### src/rtl/mig1_sequencer_if.sv
// Mig1 sequencer control interface.
// Groups the run/halt controls, instruction-memory handshake, decoder flags,
// datapath strobes and status seen by the sequencer.
//   master : sequencer side (drives req/strobes/status, samples controls)
//   slave  : core/top-level side (drives controls and decoder flags)
interface mig1_sequencer_if #(
  parameter int CNT_WIDTH = 32
);
  logic                 run;
  logic                 halt_req;
  logic                 imem_ack;
  logic                 insn_is_branch;
  logic                 insn_is_jump;
  logic                 insn_illegal;
  logic                 imem_req;
  logic                 fe_latch;
  logic                 pc_enable;
  logic                 rf_wr_enable;
  logic [2:0]           state;
  logic [CNT_WIDTH-1:0] retired;
  logic                 halted;
  logic                 fault;

  modport master (
    input  run, halt_req, imem_ack, insn_is_branch, insn_is_jump, insn_illegal,
    output imem_req, fe_latch, pc_enable, rf_wr_enable, state, retired, halted, fault
  );

  modport slave (
    output run, halt_req, imem_ack, insn_is_branch, insn_is_jump, insn_illegal,
    input  imem_req, fe_latch, pc_enable, rf_wr_enable, state, retired, halted, fault
  );
endinterface

### src/rtl/mig1_sequencer.sv
// Mig1 multi-cycle sequencer: walks one instruction through
// fetch/decode/execute/writeback, handshakes with instruction memory, gates
// PC advance, front-end latch and register-file write, counts retirements.
// Ports:
//   clk   : clock, rising edge
//   reset : synchronous active-high reset
//   bus   : mig1_sequencer_if.master (controls, imem handshake, strobes, status)
//
// state     | meaning
// ----------+--------------------------------------------------
// IDLE  (0) | waiting for run
// FETCH (1) | imem_req high, waiting for imem_ack (timed)
// DECODE(2) | illegal-instruction check
// EXECUTE(3)| datapath operates, no strobes
// WRITEBACK(4)| PC advance, RF write, retire
// HALTED(5) | stopped at an instruction boundary
// FAULT (6) | sticky until reset (code 7 also reads as fault)
module mig1_sequencer #(
  parameter int FETCH_TIMEOUT = 255,
  parameter int TMR_WIDTH     = 8,
  parameter int CNT_WIDTH     = 32
) (
  input logic              clk,
  input logic              reset,
  mig1_sequencer_if.master bus
);

  typedef enum logic [2:0] {
    S_IDLE      = 3'd0,
    S_FETCH     = 3'd1,
    S_DECODE    = 3'd2,
    S_EXECUTE   = 3'd3,
    S_WRITEBACK = 3'd4,
    S_HALTED    = 3'd5,
    S_FAULT     = 3'd6
  } state_t;

  localparam bit                   TMO_EN   = (FETCH_TIMEOUT != 0);
  localparam logic [TMR_WIDTH-1:0] TMO_LAST = TMR_WIDTH'(FETCH_TIMEOUT - 1);

  state_t               state_q;
  logic [TMR_WIDTH-1:0] wait_cnt;
  logic [CNT_WIDTH-1:0] retired_q;

  always_ff @(posedge clk) begin
    if (reset) begin
      state_q   <= S_IDLE;
      wait_cnt  <= '0;
      retired_q <= '0;
    end else begin
      case (state_q)
        S_IDLE: begin
          if (bus.run) begin
            state_q  <= S_FETCH;
            wait_cnt <= '0;
          end
        end
        S_FETCH: begin
          // ack in the limit cycle wins over the timeout
          if (bus.imem_ack)
            state_q <= S_DECODE;
          else if (TMO_EN && (wait_cnt == TMO_LAST))
            state_q <= S_FAULT;
          else
            wait_cnt <= wait_cnt + TMR_WIDTH'(1);
        end
        S_DECODE:  state_q <= bus.insn_illegal ? S_FAULT : S_EXECUTE;
        S_EXECUTE: state_q <= S_WRITEBACK;
        S_WRITEBACK: begin
          retired_q <= retired_q + CNT_WIDTH'(1);
          if (bus.halt_req)
            state_q <= S_HALTED;
          else if (bus.run) begin
            state_q  <= S_FETCH;
            wait_cnt <= '0;
          end else
            state_q <= S_IDLE;
        end
        S_HALTED: begin
          if (!bus.halt_req) begin
            if (bus.run) begin
              state_q  <= S_FETCH;
              wait_cnt <= '0;
            end else
              state_q <= S_IDLE;
          end
        end
        S_FAULT: state_q <= S_FAULT;
        default: state_q <= S_FAULT;
      endcase
    end
  end

  // Strobes are combinational but suppressed in a reset cycle so an aborted
  // instruction never advances the PC or writes the register file.
  assign bus.imem_req     = !reset && (state_q == S_FETCH);
  assign bus.fe_latch     = !reset && (state_q == S_FETCH) && bus.imem_ack;
  assign bus.pc_enable    = !reset && (state_q == S_WRITEBACK);
  assign bus.rf_wr_enable = !reset && (state_q == S_WRITEBACK)
                            && !(bus.insn_is_branch || bus.insn_is_jump);

  assign bus.state   = state_q;
  assign bus.retired = retired_q;
  assign bus.halted  = (state_q == S_HALTED);
  assign bus.fault   = (state_q == S_FAULT) || (3'(state_q) == 3'd7);

endmodule
### src/flat_wrapper.sv
// flat-port wrapper written by rule: the top's interface ports become plain ports
module mig1_sequencer_flat 
#(
  parameter int FETCH_TIMEOUT = 255,
  parameter int TMR_WIDTH     = 8,
  parameter int CNT_WIDTH     = 32
)
  (clk, reset, bus_run, bus_halt_req, bus_imem_ack, bus_insn_is_branch, bus_insn_is_jump, bus_insn_illegal, bus_imem_req, bus_fe_latch, bus_pc_enable, bus_rf_wr_enable, bus_state, bus_retired, bus_halted, bus_fault);
  mig1_sequencer_if #(.CNT_WIDTH(CNT_WIDTH)) bus_i ();
  input logic clk;
  input logic reset;
  input wire logic [$bits(bus_i.run)-1:0] bus_run;
  input wire logic [$bits(bus_i.halt_req)-1:0] bus_halt_req;
  input wire logic [$bits(bus_i.imem_ack)-1:0] bus_imem_ack;
  input wire logic [$bits(bus_i.insn_is_branch)-1:0] bus_insn_is_branch;
  input wire logic [$bits(bus_i.insn_is_jump)-1:0] bus_insn_is_jump;
  input wire logic [$bits(bus_i.insn_illegal)-1:0] bus_insn_illegal;
  output wire logic [$bits(bus_i.imem_req)-1:0] bus_imem_req;
  output wire logic [$bits(bus_i.fe_latch)-1:0] bus_fe_latch;
  output wire logic [$bits(bus_i.pc_enable)-1:0] bus_pc_enable;
  output wire logic [$bits(bus_i.rf_wr_enable)-1:0] bus_rf_wr_enable;
  output wire logic [$bits(bus_i.state)-1:0] bus_state;
  output wire logic [$bits(bus_i.retired)-1:0] bus_retired;
  output wire logic [$bits(bus_i.halted)-1:0] bus_halted;
  output wire logic [$bits(bus_i.fault)-1:0] bus_fault;
  assign bus_i.run = bus_run;
  assign bus_i.halt_req = bus_halt_req;
  assign bus_i.imem_ack = bus_imem_ack;
  assign bus_i.insn_is_branch = bus_insn_is_branch;
  assign bus_i.insn_is_jump = bus_insn_is_jump;
  assign bus_i.insn_illegal = bus_insn_illegal;
  assign bus_imem_req = bus_i.imem_req;
  assign bus_fe_latch = bus_i.fe_latch;
  assign bus_pc_enable = bus_i.pc_enable;
  assign bus_rf_wr_enable = bus_i.rf_wr_enable;
  assign bus_state = bus_i.state;
  assign bus_retired = bus_i.retired;
  assign bus_halted = bus_i.halted;
  assign bus_fault = bus_i.fault;
  mig1_sequencer #(.FETCH_TIMEOUT(FETCH_TIMEOUT), .TMR_WIDTH(TMR_WIDTH), .CNT_WIDTH(CNT_WIDTH)) u_core (.clk(clk), .reset(reset), .bus(bus_i));
endmodule
### config.mk
export PLATFORM = sky130hd
export DESIGN_NAME = mig1_sequencer_flat
export DESIGN_NICKNAME = d
export VERILOG_FILES = /design/src/rtl/mig1_sequencer_if.sv /design/src/rtl/mig1_sequencer.sv /design/src/flat_wrapper.sv
export SDC_FILE = /design/constraint.sdc
export NUM_CORES = 1
export LEC_CHECK = 0
export CAP_MARGIN = 20
export CORE_ASPECT_RATIO = 1.1
export CORE_UTILIZATION = 45
export CTS_CLUSTER_SIZE = 12
export DETAILED_ROUTE_END_ITERATION = 12
export GPL_TIMING_DRIVEN = 0
export PLACE_DENSITY = 0.72
export SLEW_MARGIN = 10
export SYNTH_ARGS = -nofsm -noshare
export SYNTH_HDL_FRONTEND = slang
export SYNTH_SLANG_ARGS = --single-unit
### constraint.sdc
create_clock -name clk -period 2.4 [get_ports clk]
set_input_delay 0.72 -clock clk [delete_from_list [all_inputs] [get_ports clk]]
set_output_delay 0.72 -clock clk [all_outputs]
set_load 0.005 [all_outputs]
==> impl_metrics.py, run 1 <==
metrics = {
    "setup_path": {
        "critical_path_class": "reg2out",
        "crit_path_end_kind": "output pin",
        "r2r-end": "u_core.bus.retired[27]",
        "ff2ff_path_depth": 6,
        "rr_startpoint": "u_core.bus.state[1]",
        "cp.arrival_ns": 1.58,
        "startpoint_type": "flip-flop",
        "cp_max_fo": 10,
        "ff2ff_setup_slack_ns": 0.42,
        "cp.required_ns": 1.68,
    },
    "placement": {
        "post-place-ws_ns": -0.7239,
        "post-dp-hpwl_um": 3932,
        "io_buffer_count": 47,
        "place_congestion": 0.7831,
    },
    "pwr": {
        "p_total_uw": 1424,
        "power_per_cell_area_mw_per_mm2": 481.6,
        "peakVddDrop_mv": 0.2851,
        "p_leak_uw": 0.001055,
    },
    "worst_hold_path": {
        "whs_path_depth": 1,
        "hp-start": "u_core.wait_cnt[7]",
        "hold_end": "u_core.wait_cnt[7]",
        "hold_path_class": "reg2reg",
    },
    "sta": {
        "min_period_ns": 2.304,
        "fmax_ghz": 0.4340,
        "tns_ns": 0,
        "relSlewSlack_pct": 61.71,
        "maxSlewViolCount": 0,
        "worst_pin_slew_ns": 0.5743,
        "rsz0062_at_grt": "no",
        "fin_crit_sh_pct": 96.00,
        "fin_hold_ws_ns": 0.4786,
        "hold_viol": 0,
        "setup_ws_ns": 0.09602,
        "setup_viol": 0,
        "clock_skew_ns": 0.006489,
    },
    "cells_and_area": {
        "final_common_cell": "clkdlybuf4s50_1",
        "syn_to_final_growth_pct": 28.49,
        "final_nets": 334,
        "drive_above_1_share_pct": 11.80,
        "final_core_utilization_pct": 61.83,
        "diodes": 0,
        "final_cell_mix": "clkdlybuf4s50_1, dfxtp_1, nor2_1",
    },
    "floorplanning": {
        "die_height_um": 77.00,
        "core_mm2": 0.004782,
        "rows": 26,
        "dieArea_mm2": 0.005404,
        "die_w_um": 70.18,
        "ios": 49,
        "initial_core_util_pct": 48.12,
    },
    "flow_run": {
        "cap_violations": 0,
    },
    "route": {
        "wl_um": 5578,
        "vias_per_cell": 5.947,
        "ant_nets": 0,
        "num_vias": 2248,
        "dr.pass1.iters": 4,
        "wl_per_cell_um": 14.76,
        "drt_iter0_markers": 176,
        "remaining_drc_errors": 0,
    },
    "global_route": {
        "antenna_found_initial": 0,
        "grt_pass1_wl_um": 9335,
        "grt_overflow": 0,
        "first_global_vias": 2031,
        "grt_util_all_layers_pct": 21.13,
        "grt_max_degree": 12,
    },
    "logic_synthesis": {
        "ys_seq_area_share_pct": 37.41,
        "yosys_register_bits": 43,
        "synthCells": 268,
        "syn-cell-area_mm2": 0.002301,
        "synth.avg_cell_area_um2": 8.586,
        "synth_nets": 279,
        "yosys_warnings": 0,
        "synth.distinct_cells": 44,
    },
    "cts": {
        "hold_buffers": 0,
        "ctsLongestPathBuffers": 2,
        "clock_sinks": 43,
        "cts_buffers": 5,
        "htree_levels": 2,
        "clk_latency_ns": 0.29,
        "cts_root_buf": "clkbuf_8",
        "cts_tree": "built",
        "clk_pin_slew_worst_paths_ns": 0.07,
    },
    "run_status": {
        "status": "complete, no violations",
    },
}
[cell type report]
cell class | instances | area [um^2]
repair buffers | 48 | 473.0
well taps | 56 | 70.07
flip-flops and latches | 43 | 863.3
plain buffers | 14 | 97.59
inverters | 4 | 15.01
clock buffers | 6 | 72.57
fillers | 427 | 1826
multi-input cells | 207 | 1365
[report_power, final]
part           switching, uW  internal (uW)
logic                    114            110
registers               37.1            737
clock network            231            194
total                    383           1040
[synth_stat cells (all sizes together)]
master | n | area (um^2)
or4 | 9 | 67.56
and4bb | 1 | 12.51
a21o | 1 | 7.510
or2 | 1 | 6.260
o21ai | 5 | 25.02
nor3 | 2 | 15.01
a31oi | 7 | 43.79
nor2b | 13 | 81.33
a211oi | 2 | 27.53
ha | 3 | 37.54
nand3b | 1 | 7.510
dfxtp | 43 | 860.8
nor4 | 13 | 87.58
nand3 | 13 | 65.06
clkbuf | 7 | 26.28
nand4b | 1 | 8.760
or4b | 1 | 13.76
a2bb2oi | 1 | 8.760
nand4 | 12 | 96.34
buf | 7 | 48.79
xnor2 | 2 | 17.52
inv | 4 | 15.01
or3 | 1 | 6.260
mux2 | 11 | 123.9
nand2 | 24 | 95.09
a41oi | 3 | 26.28
nand2b | 4 | 25.02
and2 | 4 | 25.02
nor2 | 24 | 90.09
and4 | 7 | 61.31
a21oi | 16 | 80.08
and3 | 7 | 43.79
xor2 | 7 | 61.31
o31ai | 10 | 75.07
nor3b | 1 | 7.510
[metrics by stage]
| stage | instances | area (um^2) |
|---|---|---|
| after global placement | 371 | 2841 |
| after floorplan | 268 | 2301 |
| after global routing | 378 | 2957 |
| final | 378 | 2957 |
| after CTS | 378 | 2947 |
| after detailed placement | 371 | 2841 |
[sequential cells by signal, summed over array words and instances, names as in the netlist]
signal and cells:
u_core.bus.retired 32, u_core.wait_cnt 8, u_core.bus.state 3
[worst max-delay path, cell delays in order, from the launching register on]
cell             delay [ns]
dfxtp_2                0.43
clkbuf_2               0.23
and2_1                 0.15
clkdlybuf4s50_1        0.49
[logic make-up (layout without fill, tap and decap cells)]
kind of cell | after synthesis | in the layout | share of synthesized area, %
fa+ha+maj | 3 | 3 | 1.631
simple gates | 139 | 139 | 35.45
mux | 11 | 11 | 5.383
buf+inv | 18 | 72 | 3.915
xor+xnor | 9 | 9 | 3.426
compound gates | 45 | 45 | 12.78
flops | 43 | 43 | 37.41
[worst max path at each step]
stage / startpoint / endpoint / depth (start not counted)
finish: u_core.bus.state[1] / bus_fault / 3
global route: u_core.bus.state[2] / bus_halted / 4
CTS: bus_insn_is_jump / bus_rf_wr_enable / 3
detailed placement: reset / bus_pc_enable / 5
global placement: reset / bus_pc_enable / 5
floorplan: reset / bus_pc_enable / 4
[routing by layer]
metal  vias up  global-route usage [%]  share of wire, %
li1       1109                       -                 -
met1      1059                   26.20                45
met2        73                   36.06                48
met3         7                   4.862               6.3
met4         0                   6.600               1.1
met5         -                       0                 0
[repair_timing]
| action | 4_1_cts | 5_1_grt |
|---|---|---|
| pin swaps | 1 | 0 |
| setup endpoints to repair | 6 | 3 |
| endpoints found under the hold margin | 0 | 0 |
| setup buffers | 1 | 0 |
| resized for setup | 15 | 7 |
Power figures use the tool's default switching activity.
==> inputs of run 2 (changes only) <==
--- a/config.mk
+++ b/config.mk
@@ -5,7 +5,7 @@
 export SDC_FILE = /design/constraint.sdc
 export NUM_CORES = 1
 export LEC_CHECK = 0
-export CAP_MARGIN = 20
+export CAP_MARGIN = 5
 export CORE_ASPECT_RATIO = 1.1
 export CORE_UTILIZATION = 45
 export CTS_CLUSTER_SIZE = 12
==> results of run 2 <==
Final layout, timing and power as in run 1 (identical DEF).
==> variant: new RTL, settings of run 1 <==
`CNT_WIDTH` is set to 32 in 3 places; all go to 36.
--- a/src/rtl/mig1_sequencer_if.sv
+++ b/src/rtl/mig1_sequencer_if.sv
@@ -5,5 +5,5 @@
 //   slave  : core/top-level side (drives controls and decoder flags)
 interface mig1_sequencer_if #(
-  parameter int CNT_WIDTH = 32
+  parameter int CNT_WIDTH = 36
 );
   logic                 run;
--- a/src/rtl/mig1_sequencer.sv
+++ b/src/rtl/mig1_sequencer.sv
@@ -19,5 +19,5 @@
   parameter int FETCH_TIMEOUT = 255,
   parameter int TMR_WIDTH     = 8,
-  parameter int CNT_WIDTH     = 32
+  parameter int CNT_WIDTH     = 36
 ) (
   input logic              clk,
--- a/src/flat_wrapper.sv
+++ b/src/flat_wrapper.sv
@@ -4,5 +4,5 @@
   parameter int FETCH_TIMEOUT = 255,
   parameter int TMR_WIDTH     = 8,
-  parameter int CNT_WIDTH     = 32
+  parameter int CNT_WIDTH     = 36
 )
   (clk, reset, bus_run, bus_halt_req, bus_imem_ack, bus_insn_is_branch, bus_insn_is_jump, bus_insn_illegal, bus_imem_req, bus_fe_latch, bus_pc_enable, bus_rf_wr_enable, bus_state, bus_retired, bus_halted, bus_fault);
Interface: changed (resized bus_retired); port bits go from 49 to 53. The function was not compared with the original's and may differ.
==> variant against run 1 <==
Clock skew rose by 0.0083 ns; first-iteration DRC count grew 9.7%; setup slack got worse by 0.049 ns; design area grew 13%; count of clock-buffer cells in the layout fell by 1; sequential cell count grew 4; routed wire length increased by 12%; via count rose by 7.1%; area after synthesis increased by 6.3%; largest cell class unchanged; global-route usage increased by 1.1 points.
Power is not compared: it rests on default switching activity, and its combinational part moved more than twofold at a synthesized area within 25%.
==> variant: results (changes against run 1) <==
* Wirelength, routed at 6260 um (+12%)
* Htree depth at 2 (unchanged)
* Clock Skew at 0.0148 ns (+0.00832 ns)
* Post-Place Cells at 414 (+12%)
* Status: finished, final reports clean
* Post-Place Cell Area at 0.00306 mm2 (+7.6%)
* Reg clk slew, reported paths at 0.08 ns
* VDD IR max at 0.350 mV
* Slowest stage delay, CP at 0.26 ns (-0.23 ns)
* Crit path DAT at 1.63 ns (+0.05 ns)
* Slew @ Worst Pin at 0.532 ns (-0.0422 ns)
* Synth top cells by count: dfxtp_1, nor2_1, nand2_1, a21oi_1, nand3_1
* Post-Syn Area per Cell at 8.43 um2 (-1.8%)
* Slowest-stage cell, CP: nor4b_4
* Non-filler cells, final at 427 (+13%)
* Crit-path max FO at 5 (-5)
* Filler cell count at 449 (+5.2%)
* Pleak at 0.00110 uW
* NumNets Final at 365 (+9.3%)
* Layout cell share with drive strength beyond 1 at 13.5% (+1.7 points)
* Library cells used by synthesis at 46 (+4.5%)
* Global-route wire length before repair at 9970 um (+6.8%)
* GRT Total Usage at 22.2% (+1.1 points)
* Port-buffer cells at 52 (+11%)
* Gpl congestion at 0.782 (-0.14%)
* Most area-consuming cells after synthesis: dfxtp_1, a21oi_1, nor2_1
* Post-synth net total at 301 (+7.9%)
* Number of buffers created by CTS at 5 (unchanged)
* DR vias at 2408 (+7.1%)
* Max FFs per register at 36 (+13%)
* Vias in the first global route at 2110 (+3.9%)
* Inserted Diodes at 0 (unchanged)
* Largest net degree at the start of global routing at 16 (+4)
* Detailed placer's ending HPWL at 4180 um (+6.3%)
* Synth warn at 0 (unchanged)
* GR Overflow Total at 0 (unchanged)
* Worst-Skew Late Latency at 0.31 ns (+0.02 ns)
* Starting DRT DRC Count at 193 (+9.7%)
* Seq/Total Area, Yosys at 38.5% (+1.1 points)
variant: cell types whose count changed in the layout (fill, tap and decap cells not counted), moves of 5 or more:
cell,delta
or3_1,+10
nor2b_1,-5
and3_1,-5
nor4_1,-5
o21ai_0,+7
variant: timing repair:
action / CTS / global route
setup buffers: 4 / 1
resized for setup: 24 / 19
gates cloned: 0 / 0
endpoints found under the setup margin: 9 / 14
pin swaps: 1 / 0
variant: metrics by stage:
stage          hold slack, ns  setup slack, ns  setup TNS [ns]
6_report                0.492           0.0473               0
5_1_grt                 0.512          -0.0288         -0.0327
4_1_cts                 0.486          -0.0144         -0.0144
3_5_place_dp            0.469           -0.973           -5.36
3_3_place_gp            0.451           -0.994           -5.26
2_1_floorplan           0.439            0.230               0
variant: kinds of logic (layout without fill, tap and decap cells):
group / count (synthesis) / after routing / share of synthesized area (%)
multiplexers: 10 / 10 / 4.50
adder cells (fa/ha/maj): 3 / 3 / 1.53
AO/OA/AOI/OAI: 57 / 57 / 14.3
XOR/XNOR: 10 / 10 / 3.58
buffers and inverters: 23 / 88 / 4.19
flip-flops: 47 / 47 / 38.5
AND/OR/NAND/NOR: 140 / 140 / 33.5
variant: cell type report:
class	count	area [um2]	area share, %
Buffer	15	101	3.04
Multi-Input combinational cell	220	1470	44.2
Clock inverter	3	67.6	2.03
Sequential cell	47	950	28.5
Tap cell	72	90.1	2.71
Timing Repair Buffer	57	551	16.5
Inverter	8	30.0	0.902
Clock buffer	5	68.8	2.07
variant: worst reg2reg max path, delay by kind of cell, from the launching register on:
family,cells,cell delay [ns]
flops,1,0.34
compound gates,2,0.41
simple gates,2,0.77
buf+inv,4,0.69
variant: power groups by stage:
stage | sequential, uW | clock, uW | combinational (uW)
detailed placement | 871 | 0 | 410
finish | 871 | 711 | 482
global placement | 872 | 0 | 406
CTS | 866 | 723 | 472
global route | 878 | 754 | 518
floorplan | 863 | 0 | 257
variant: path summary, 6_finish.rpt:
kind | start | to | slack [ns] | depth (start not counted)
worst max register to register | u_core.bus.state[0] | u_core.bus.retired[28] | 0.08 | 8
worst min register to register | u_core.wait_cnt[6] | u_core.wait_cnt[6] | 0.49 | 1
worst max-delay path | reset | bus_fe_latch | 0.05 | 6
worst min-delay path | u_core.wait_cnt[6] | u_core.wait_cnt[6] | 0.49 | 1
variant: routing by layer:
metal | up-vias | part of all wire (%) | GRT usage, %
met5 | - | 0 | 0
met3 | 15 | 3.9 | 4.31
met2 | 58 | 49 | 35.9
met1 | 1126 | 45 | 28.3
li1 | 1209 | - | -
met4 | 0 | 2.1 | 10.6
